<file path="src/rtl/washer_pkg.sv">
// Shared washer types: operating modes, supervisor states and fault codes.
package washer_pkg;

    typedef enum logic [1:0] {
        MODE_IDLE  = 2'b00,
        MODE_FILL  = 2'b01,
        MODE_DRAIN = 2'b10,
        MODE_HOLD  = 2'b11
    } mode_e;

    typedef enum logic [1:0] {
        ST_IDLE,
        ST_RUN,
        ST_DONE,
        ST_FAULT
    } lfs_state_e;

    typedef enum logic [1:0] {
        ERR_NONE    = 2'b00,
        ERR_STALL   = 2'b01,
        ERR_TIMEOUT = 2'b10,
        ERR_LEAK    = 2'b11
    } flow_err_e;

endpackage

</file>
<file path="src/rtl/level_delta_check.sv">
// Combinational progress/leak classification of the current level against the
// reference level for one operating mode. All arithmetic is one bit wider than level.
module level_delta_check
    import washer_pkg::*;
#(
    parameter int LEVEL_W   = 10,
    parameter int THRESHOLD = 10,
    parameter int HOLD_BAND = 20
) (
    input  mode_e              mode,
    input  logic [LEVEL_W-1:0] ref_lvl,
    input  logic [LEVEL_W-1:0] level,
    output logic               progress,
    output logic               leak
);

    localparam logic [LEVEL_W:0] THR  = (LEVEL_W+1)'(THRESHOLD);
    localparam logic [LEVEL_W:0] BAND = (LEVEL_W+1)'(HOLD_BAND);

    logic [LEVEL_W:0] lvl_x;
    logic [LEVEL_W:0] ref_x;
    logic [LEVEL_W:0] abs_diff;

    always_comb begin
        lvl_x    = {1'b0, level};
        ref_x    = {1'b0, ref_lvl};
        abs_diff = (lvl_x >= ref_x) ? (lvl_x - ref_x) : (ref_x - lvl_x);
        progress = 1'b0;
        leak     = 1'b0;
        case (mode)
            MODE_FILL: begin
                leak     = (lvl_x + THR) < ref_x;
                progress = lvl_x >= (ref_x + THR);
            end
            MODE_DRAIN: begin
                leak     = lvl_x > (ref_x + THR);
                // Guard keeps ref-THR from underflowing near empty.
                progress = (ref_x >= THR) && (lvl_x <= (ref_x - THR));
            end
            MODE_HOLD: begin
                leak = abs_diff > BAND;
            end
            default: ;
        endcase
    end

endmodule

</file>
<file path="src/rtl/level_flow_supervisor.sv">
// Supervises one fill/drain/hold operation: detects completion, stall,
// leak/backflow and overall timeout. All outputs are registered.
module level_flow_supervisor
    import washer_pkg::*;
#(
    parameter int LEVEL_W      = 10,
    parameter int THRESHOLD    = 10,
    parameter int STALL_CYCLES = 5,
    parameter int MAX_CYCLES   = 1000,
    parameter int HOLD_BAND    = 20
) (
    input  logic               clk,
    input  logic               reset,
    input  logic [LEVEL_W-1:0] level,
    input  logic [1:0]         mode,
    input  logic [LEVEL_W-1:0] target,
    input  logic               start,
    input  logic               abort,
    input  logic               clear_err,
    output logic               busy,
    output logic               done,
    output logic               error_flag,
    output logic [1:0]         error_code
);

    localparam int TW = $clog2(MAX_CYCLES) + 1;
    localparam int SW = $clog2(STALL_CYCLES) + 1;
    localparam logic [TW-1:0] TOT_LAST   = TW'(MAX_CYCLES - 1);
    localparam logic [SW-1:0] STALL_LAST = SW'(STALL_CYCLES - 1);

    lfs_state_e         state, state_n;
    mode_e              mode_q, mode_n;
    logic [LEVEL_W-1:0] target_q, target_n;
    logic [LEVEL_W-1:0] ref_lvl, ref_n;
    logic [SW-1:0]      stall_cnt, stall_n;
    logic [TW-1:0]      total_cnt, total_n;
    flow_err_e          code_n;

    logic progress;
    logic leak;
    logic reached;

    level_delta_check #(
        .LEVEL_W  (LEVEL_W),
        .THRESHOLD(THRESHOLD),
        .HOLD_BAND(HOLD_BAND)
    ) u_delta (
        .mode    (mode_q),
        .ref_lvl (ref_lvl),
        .level   (level),
        .progress(progress),
        .leak    (leak)
    );

    assign reached = ((mode_q == MODE_FILL)  && (level >= target_q)) ||
                     ((mode_q == MODE_DRAIN) && (level <= target_q));

    always_comb begin
        state_n  = state;
        mode_n   = mode_q;
        target_n = target_q;
        ref_n    = ref_lvl;
        stall_n  = stall_cnt;
        total_n  = total_cnt;
        code_n   = flow_err_e'(error_code);
        case (state)
            ST_IDLE, ST_DONE: begin
                if ((state == ST_DONE) && abort) begin
                    state_n = ST_IDLE;
                end else if (start && (mode != MODE_IDLE)) begin
                    state_n  = ST_RUN;
                    mode_n   = mode_e'(mode);
                    target_n = target;
                    ref_n    = level;
                    stall_n  = '0;
                    total_n  = '0;
                end
            end
            ST_RUN: begin
                if (abort) begin
                    state_n = ST_IDLE;
                end else if (reached) begin
                    state_n = ST_DONE;
                end else if (leak) begin
                    state_n = ST_FAULT;
                    code_n  = ERR_LEAK;
                end else if (mode_q != MODE_HOLD) begin
                    total_n = (total_cnt == '1) ? total_cnt : total_cnt + 1'b1;
                    if (progress) begin
                        ref_n   = level;
                        stall_n = '0;
                    end
                    // Timeout outranks stall, and fires even while progressing.
                    if (total_cnt == TOT_LAST) begin
                        state_n = ST_FAULT;
                        code_n  = ERR_TIMEOUT;
                    end else if (!progress) begin
                        if (stall_cnt == STALL_LAST) begin
                            state_n = ST_FAULT;
                            code_n  = ERR_STALL;
                        end else begin
                            stall_n = (stall_cnt == '1) ? stall_cnt : stall_cnt + 1'b1;
                        end
                    end
                end
            end
            ST_FAULT: begin
                if (clear_err) begin
                    state_n = ST_IDLE;
                    code_n  = ERR_NONE;
                end
            end
            default: state_n = ST_IDLE;
        endcase
    end

    always_ff @(posedge clk or posedge reset) begin
        if (reset) begin
            state      <= ST_IDLE;
            mode_q     <= MODE_IDLE;
            target_q   <= '0;
            ref_lvl    <= '0;
            stall_cnt  <= '0;
            total_cnt  <= '0;
            busy       <= 1'b0;
            done       <= 1'b0;
            error_flag <= 1'b0;
            error_code <= 2'b00;
        end else begin
            state      <= state_n;
            mode_q     <= mode_n;
            target_q   <= target_n;
            ref_lvl    <= ref_n;
            stall_cnt  <= stall_n;
            total_cnt  <= total_n;
            busy       <= (state_n == ST_RUN);
            done       <= (state_n == ST_DONE);
            error_flag <= (state_n == ST_FAULT);
            error_code <= code_n;
        end
    end

endmodule

</file>
<file path="config.mk">
export PLATFORM = sky130hd
export DESIGN_NAME = level_flow_supervisor
export DESIGN_NICKNAME = d
export VERILOG_FILES = /design/src/rtl/washer_pkg.sv /design/src/rtl/level_delta_check.sv /design/src/rtl/level_flow_supervisor.sv
export SDC_FILE = /design/constraint.sdc
export NUM_CORES = 1
export LEC_CHECK = 0
export CAP_MARGIN = 5
export CORE_UTILIZATION = 43
export CTS_CLUSTER_DIAMETER = 30
export DETAILED_ROUTE_END_ITERATION = 10
export PLACE_DENSITY_LB_ADDON = 0.2
export SETUP_SLACK_MARGIN = 0.4
export SYNTH_ARGS = -nofsm -noshare
export SYNTH_HDL_FRONTEND = slang
export SYNTH_SLANG_ARGS = --single-unit
</file>
<file path="constraint.sdc">
create_clock -name clk -period 3.76 [get_ports clk]
set_input_delay 1.128 -clock clk [delete_from_list [all_inputs] [get_ports clk]]
set_output_delay 1.128 -clock clk [all_outputs]
set_load 0.05 [all_outputs]
</file>
After elaboration in Yosys (flattened, before gate mapping):

Cells that the tools add are included.

* div/mod/pow operators: 0
* multiplexer cells: 51
* equality and inequality tests: 27
* order comparisons: 9
* bitwise gates (word level): 1
* reductions and logical operators: 16
* $add $sub $neg: 7
* $mul: 0
* shifts and indexed selects: 0

Operators by type and width (number)
* $mux 11: 8
* $mux 10: 7
* $mux 4: 11
* $mux 2: 18
* $reduce_and 8->1: 3
* $add 10x4->11 const B: 2
* $pmux 11 s2: 1
* $sub 10x10->11: 2
* $ge 10x10->1: 2
* $ne 2x2->1 const B: 10
* $pmux 10 s2: 1
* $eq 2x2->1 const B: 6
* $add 11x1->11 const B: 1
* $eq 11x10->1 const B: 1
* $eq 11x11->1 const B: 1
* $ge 10x11->1: 1
* $gt 10x11->1: 1
* $gt 11x5->1 const B: 1
* $le 10x11->1: 1
* $lt 11x10->1: 1
* $sub 10x4->11 const B: 1
* $ge 10x4->1 const B: 1
* $le 10x10->1: 1
* $ne 4x4->1 const B: 2
* other kinds (19): 27

* input port bits: 27
* word-level logic and storage cells: 121
* memory bits (writable): 0
* bits in read-only memories: 0
* memories kept: 0
* flip-flop bits (word level): 44
* latch bits: 0

Longest topological paths before layout:

Gate-level depths: netlist of run 1.

* word-level depth: 13
* gate-level depth with buffers: 17

Hierarchy:

Synthesis of run 1 repeated with hierarchy kept, for this count alone.

* cells, all modules: 532
* area, all modules: 4550.6 um2

Modules (own cells, without submodules)
* level_flow_supervisor: cells an instance 253, instances 1, area an instance 2447.3 um2, seq. area each 1101.1 um2
* level_delta_check: cells an instance 279, instances 1, area an instance 2103.3 um2, seq. area each 0.0 um2

Worst setup path before layout of run 1:

No wires, ideal clock.

* kind: input to register
* from: in level[1]
* to: reg stall_cnt[3]
* cell stages on the path: 13
* setup slack: -0.086 ns
* arrival time: 3.769 ns
* data required time: 3.684 ns
* cell sequence: ha_1 > o21ai_0 > or3_1 > nor3_1 > xnor2_1 > ha_1 > o21ai_0 > a31oi_1 > o22ai_1 > a2111oi_4 > o211ai_1 > or4_1 > o21ai_1

* cells in the longest elaborated chain, start to end: 12
* elaborated cells between the ends (all ways): 31
* classes of those cells: 3 x add/sub; 8 x order compare; 3 x eq/ne; 12 x mux; 5 x reduce/logical

RTL lines
* start: declaration: RTL line level_flow_supervisor.sv:14 `input logic [LEVEL_W-1:0] level,`
* branches (longest 12 deep; another with $sub 10x10->11)
* end signal: assignment: RTL line level_flow_supervisor.sv:134 `stall_cnt <= stall_n;`
* end: declaration: RTL line level_flow_supervisor.sv:35 `logic [SW-1:0] stall_cnt, stall_n;`

Parallel ways; which one is timed is not known. The select of a mux whose other input is x is not followed.
A chain may end at the register's enable or synchronous reset.

Final worst setup path of run 1:

* from: in level[2]
* to: reg stall_cnt[3]

Same word-level chain as after synthesis.

==> impl_metrics.toml, run 1 <==
[status]
outcome = "finished, final reports clean"

[global_route]
overflow = 0
grt.total_usage = 0.243
grt_pass1_vias = 4477
grt_pass1_wl_um = 21400
antenna_found_initial = 0
grt_max_degree = 30

[synthesis]
yosys.area_share.simple = 0.193
synth_compound_area_frac = 0.254
async_flop_share = 1.00
synth_xor_area_frac = 0.0514
synthMuxAreaShare = 0.0116
syn_inst = 549
ys_seq_area_frac = 0.248
ys_ff_latch = 44
yosys.cell_types.count = 59
synthAdderAreaFrac = 0.186
yosysWarnings = 0
syn_area_um2 = 4430
synth.avg_cell_area_um2 = 8.08
synth_nets = 642
synth_top_family_by_area = "compound AO/OA/AOI/OAI gates"
synth_ff_type = "dfrtp_1"
synth_edf_count = 0

[drt]
wl_per_cell_um = 16.2
antenna_left = 0
routed_via_density = 5.60
wl_um = 13200
vias = 4537
drt-initial-drc-count = 292
first_pass_iters = 5
drc = 0

[cells_and_area]
layout.nets = 770
syn_to_final_growth_pct = 43.7
layout_commonest_cell = "buf_4"
drive_above_1_share = 0.338
regArea_um2 = 1110
multiInputGateArea_um2 = 3610
fillers = 808
layout_common_cells = "96 x buf_4, 54 x ha_1, 41 x nand2_1, 40 x dfrtp_1, 34 x inv_1"
antenna_cells = 0
utilization = 0.646

[clock_network]
clk_latency_ns = 0.32
cts_tree = "built"
cts.clk_slew.worst_paths_ns = 0.08
cts.sinks = 44
htree_levels = 2
ctsHoldBuffers = 0
numCtsBuffers = 5
clockBufferDepth = 2
ctsRootBufferMaster = "clkbuf_8"

[placed_design]
hpwl_um = 9850
io_buffer_count = 31
place_congestion = 0.903

[floorplanning]
die-height_um = 104
num_rows = 36
fp.dieW_um = 104
die_area_um2 = 10700
initial_core_util = 0.450
io_pins = 32
core_um2 = 9860

[sta]
final_hold_viol_count = 0
setup_viol = 0
rsz0062_at_grt = "true"
maxClockFrequency_mhz = 272
hold_slack_ns = 0.523
maxSlewViolCount = 0
slew_headroom = 0.562
skew_ns = 0.0169
min_period_over_period = 0.979
finalCriticalPeriod_ns = 3.68
worst_slew_pin_slew_ns = 0.652

[min_path]
worstHoldStart = "stall_cnt[3]"
hold_depth = 1
timing.hold.worst.class = "register to register"

[setup_path]
cp.required_ns = 3.99
rr_worst_depth = 16
regToRegStartpoint = "ref_lvl[5]"
cp-end-kind = "register"
critPathLaunch = "level[2]"
arrival_ns = 3.91
worstSetupPathType = "primary input to register"
crit_path_max_fanout = 4
start_kind = "primary input"

[power_and_ir_drop]
power.density_nw_per_um2 = 780
vdd_drop_max_mv = 0.297
power.static_leakage_uw = 0.00284

[run]
maxCapViolCount = 0
per-layer routing:
metal  part of all wire  routed length [um]  GRT usage
met1               0.46                6010      0.332
met5                  0                   0          0
met2               0.48                6370      0.399
met3              0.037                 486     0.0277
met4              0.022                 286     0.0797
sequential cells by signal (all words and copies together) (netlist names):
| name | count |
|---|---|
| stall_cnt | 4 |
| total_cnt | 11 |
| error_flag | 1 |
| done | 1 |
| error_code | 2 |
| busy | 1 |
| mode_q | 2 |
| target_q | 10 |
| state | 2 |
| ref_lvl | 10 |
critical path: stages:
cell and delay [ns]:
buf_8 0.09, ha_4 0.14, o21ai_2 0.06, or3_4 0.35, xnor2_2 0.14, ha_1 0.27
o21a_1 0.12, o21ai_1 0.05, a31oi_1 0.17, o22ai_2 0.13, a2111oi_4 0.39, buf_4 0.16
o211ai_1 0.12, or4_1 0.44, o21ai_1 0.14
layout make-up:
class	instances	share of cell area
Inverter	43	0.0285
Sequential cell	44	0.174
Clock inverter	2	0.00943
Multi-Input combinational cell	444	0.566
Tap cell	133	0.0261
Timing Repair Buffer	139	0.185
Clock buffer	5	0.0108
logic make-up after synthesis:
kind of cell,Yosys count
AOI/OAI and AO/OA,175
and+or+nand+nor,172
adders and majority gates,66
buffers and inverters,61
DFF,44
xor gates and xnor gates,26
muxes,5
final timing paths:
| check | slack, ns | endpoint |
|---|---|---|
| worst max-delay path | 0.08 | stall_cnt[3] |
| worst min-delay path | 0.52 | stall_cnt[3] |
| worst max register to register | 0.16 | stall_cnt[3] |
| worst min register to register | 0.52 | stall_cnt[3] |
| max in group asynchronous | 1.87 | ref_lvl[4] |
| min in group asynchronous | 1.12 | ref_lvl[3] |
through the flow:
stage / setup TNS, ns / total power (uW) / instances / worst slack (ns) / cell area [um^2]
finish: 0 / 4970 / 810 / 0.0802 / 6370
global route: -0.0467 / 5360 / 810 / -0.0209 / 6370
CTS: 0 / 4580 / 795 / 0.0967 / 6040
detailed placement: -16.38 / 3910 / 781 / -0.679 / 5650
global placement: -14.72 / 3830 / 781 / -0.611 / 5650
floorplan: 0 / 2900 / 549 / 0.0925 / 4620
cells in the mapped netlist (all sizes together), types with 4 or more instances:
library cell	number	area, um^2
a211oi	7	52.6
a21o	14	105
a21oi	42	210
and3	9	56.3
buf	7	46.3
clkbuf	11	41.3
dfrtp	44	1100
ha	66	826
inv	43	161
mux2i	4	40.0
nand2	53	199
nand2b	6	37.5
nand3	20	100
nand4	13	87.6
nor2	28	105
nor2b	7	43.8
nor3	14	70.1
o211ai	7	52.6
o21a	6	45.0
o21ai	59	295
o21bai	4	30.0
o31ai	6	45.0
or3	4	25.0
xnor2	22	193
xor2	4	35.0
report_power, final:
group	switching (uW)	leakage, uW	internal, uW	total, uW
logic	1960	0.00220	1760	3720
clock network	175	0.0000642	262	436
registers	184	0.000568	630	814
what timing repair did:
| action | 4_1_cts | 5_1_grt |
|---|---|---|
| setup endpoints to repair | 31 | 30 |
| setup buffers | 7 | 12 |
| cloned | 0 | 3 |
| pin swaps | 29 | 25 |
| gates resized for setup | 86 | 67 |
(Power assumes the default switching activity.)
==> inputs of run 2 (changes only) <==
--- a/config.mk
+++ b/config.mk
@@ -6,6 +6,7 @@
 export NUM_CORES = 1
 export LEC_CHECK = 0
 export CAP_MARGIN = 5
+export CORE_MARGIN = 1
 export CORE_UTILIZATION = 43
 export CTS_CLUSTER_DIAMETER = 30
 export DETAILED_ROUTE_END_ITERATION = 10
==> results of run 2 <==
Same layout as run 1: the final DEF is identical, and so are final timing and power.
==> inputs of run 3 (changes only) <==
==> constraint.sdc (replaced) <==
create_clock -name clk -period 3.76 [get_ports clk]
set_input_delay 1.128 -clock clk [delete_from_list [all_inputs] [get_ports clk]]
set_output_delay 1.128 -clock clk [all_outputs]
set_load 0.1 [all_outputs]
==> run 3 against run 2 <==
Sequential power decreased by 2%. Die area unchanged. Total power decreased by 4.5%. Flip-flop and latch count unchanged. Routed wire length decreased by 0.85%. Largest cell class unchanged. Sequential share of layout area increased by 0.26 points. Hold slack got worse by 0.017 ns. Critical path depth unchanged. Setup slack improved by 0.075 ns. Clock power decreased by 21%.
==> impl_metrics.toml, run 3 (synthesis gave the netlist of run 1 again) <==
[global_route]
grt_pass1_vias = 4596
grt_pass1_wl_um = 21900
grt.total_usage = 0.252
antenna_found_initial = 0
grt_max_degree = 32
overflow = 0

[clock_network]
htree_levels = 2
cts_tree = "built"
clockBufferDepth = 2
numCtsBuffers = 5
clk_latency_ns = 0.33
cts.sinks = 44
ctsRootBufferMaster = "clkbuf_8"
cts.clk_slew.worst_paths_ns = 0.10

[cells_and_area]
antenna_cells = 0
drive_above_1_share = 0.313
fillers = 822
utilization = 0.634
largest_reg_flops = 11
postLayoutCellArea_um2 = 6260
largestRegisters = "total_cnt: 11 flops, ref_lvl: 10 flops, target_q: 10 flops"
layout_common_cells = "99 x buf_4, 53 x ha_1, 52 x nand2_1, 43 x dfrtp_1, 34 x inv_1"
layout.nets = 769
syn_to_final_growth_pct = 41.1
layout_commonest_cell = "buf_4"
largest-register = "total_cnt"

[setup_path]
cp-end-kind = "register"
rrSetupSlack_ns = 0.21
r2r-end = "total_cnt[6]"
regToRegStartpoint = "ref_lvl[5]"
worstSetupPathType = "primary input to register"
crit_path_max_fanout = 3
arrival_ns = 3.86
rr_worst_depth = 17
cp.required_ns = 4.02
start_kind = "primary input"

[sta]
finalCriticalPeriod_ns = 3.61
worst_slew_pin_slew_ns = 0.562
maxClockFrequency_mhz = 277
rsz0062_at_grt = "true"
final_hold_viol_count = 0
tns_ns = 0
slew_headroom = 0.621
setup_viol = 0
min_period_over_period = 0.959
skew_ns = 0.0159
maxSlewViolCount = 0

[drt]
routed_via_density = 5.69
wl_um = 13000
drc = 0
wl_per_cell_um = 16.1
vias = 4611
antenna_left = 0
first_pass_iters = 5
drt-initial-drc-count = 314

[status]
outcome = "finished, final reports clean"

[power_and_ir_drop]
vdd_drop_max_mv = 0.291
power.density_nw_per_um2 = 758
power.static_leakage_uw = 0.00280

[run]
maxCapViolCount = 0

[placed_design]
io_buffer_count = 31
place_congestion = 0.936
hpwl_um = 9980
place_area_um2 = 5690

[floorplanning]
die_area_um2 = 10700
die-height_um = 104
num_rows = 36
initial_core_util = 0.450
core_um2 = 9860
io_pins = 32
fp.dieW_um = 104

[min_path]
worstHoldStart = "stall_cnt[3]"
timing.hold.worst.class = "register to register"
min_to = "stall_cnt[3]"
hold_depth = 1
[run 3: per-stage QoR]
step	setup slack (ns)	power (uW)	hold WS [ns]	instances
finish	0.155	4750	0.506	810
global placement	-0.610	3920	0.478	786
global route	-0.0353	5150	0.512	810
CTS	0.0728	4650	0.500	805
detailed placement	-0.679	3990	0.484	786
floorplan	0.0925	2960	0.450	549
[run 3: worst max-delay path by stage]
stage / from / to / slack [ns] / cells past startpoint
floorplan: level[1] / stall_cnt[3] / 0.09 / 13
detailed placement: level[1] / total_cnt[8] / -0.68 / 15
global placement: level[1] / total_cnt[8] / -0.61 / 15
CTS: level[2] / total_cnt[8] / 0.07 / 15
global route: level[1] / total_cnt[9] / -0.04 / 17
finish: level[4] / total_cnt[6] / 0.15 / 15
[run 3: per-layer routing]
layer  GRT usage  up-vias  part of all wire
met5           0        -                 0
met4      0.0849        0             0.018
met3      0.0277       23             0.042
met2       0.430      138              0.48
met1       0.330     2203              0.46
li1            -     2247                 -
[run 3: layout make-up]
| class | count | area (um^2) | share of cell area |
|---|---|---|---|
| sequential | 44 | 1100 | 0.176 |
| tap | 133 | 166 | 0.0266 |
| timing repair buffer | 138 | 1190 | 0.190 |
| clock buffer | 6 | 82.6 | 0.0132 |
| clock inverter | 2 | 15.0 | 0.00240 |
| multi-input combinational | 444 | 3520 | 0.563 |
| inverter | 43 | 176 | 0.0282 |
[run 3: critical path, stage by stage]
cell and delay (ns):
buf_4 0.13, buf_6 0.11, buf_4 0.14, ha_4 0.23
nand4_1 0.08, o21bai_1 0.13, a21oi_2 0.09, o41a_1 0.45
o21a_1 0.22, a2111oi_4 0.30, buf_4 0.20, o21ai_4 0.06
buf_6 0.13, or3_4 0.32, a21oi_2 0.13
[run 3: repair_timing]
item                                    in CTS  in global routing
buffers inserted                            11                  4
gates resized for setup                    105                 20
pin swaps                                   38                 25
cloned                                       0                  0
hold buffers                                 0                  0
endpoints found under the setup margin      31                 30
[run 3: power breakdown]
| group | internal (uW) | leakage, uW | switching, uW |
|---|---|---|---|
| Sequential | 626 | 0.000572 | 175 |
| Clock | 149 | 0.0000434 | 195 |
| Combinational | 1660 | 0.00219 | 1940 |
| Total | 2440 | 0.00280 | 2310 |
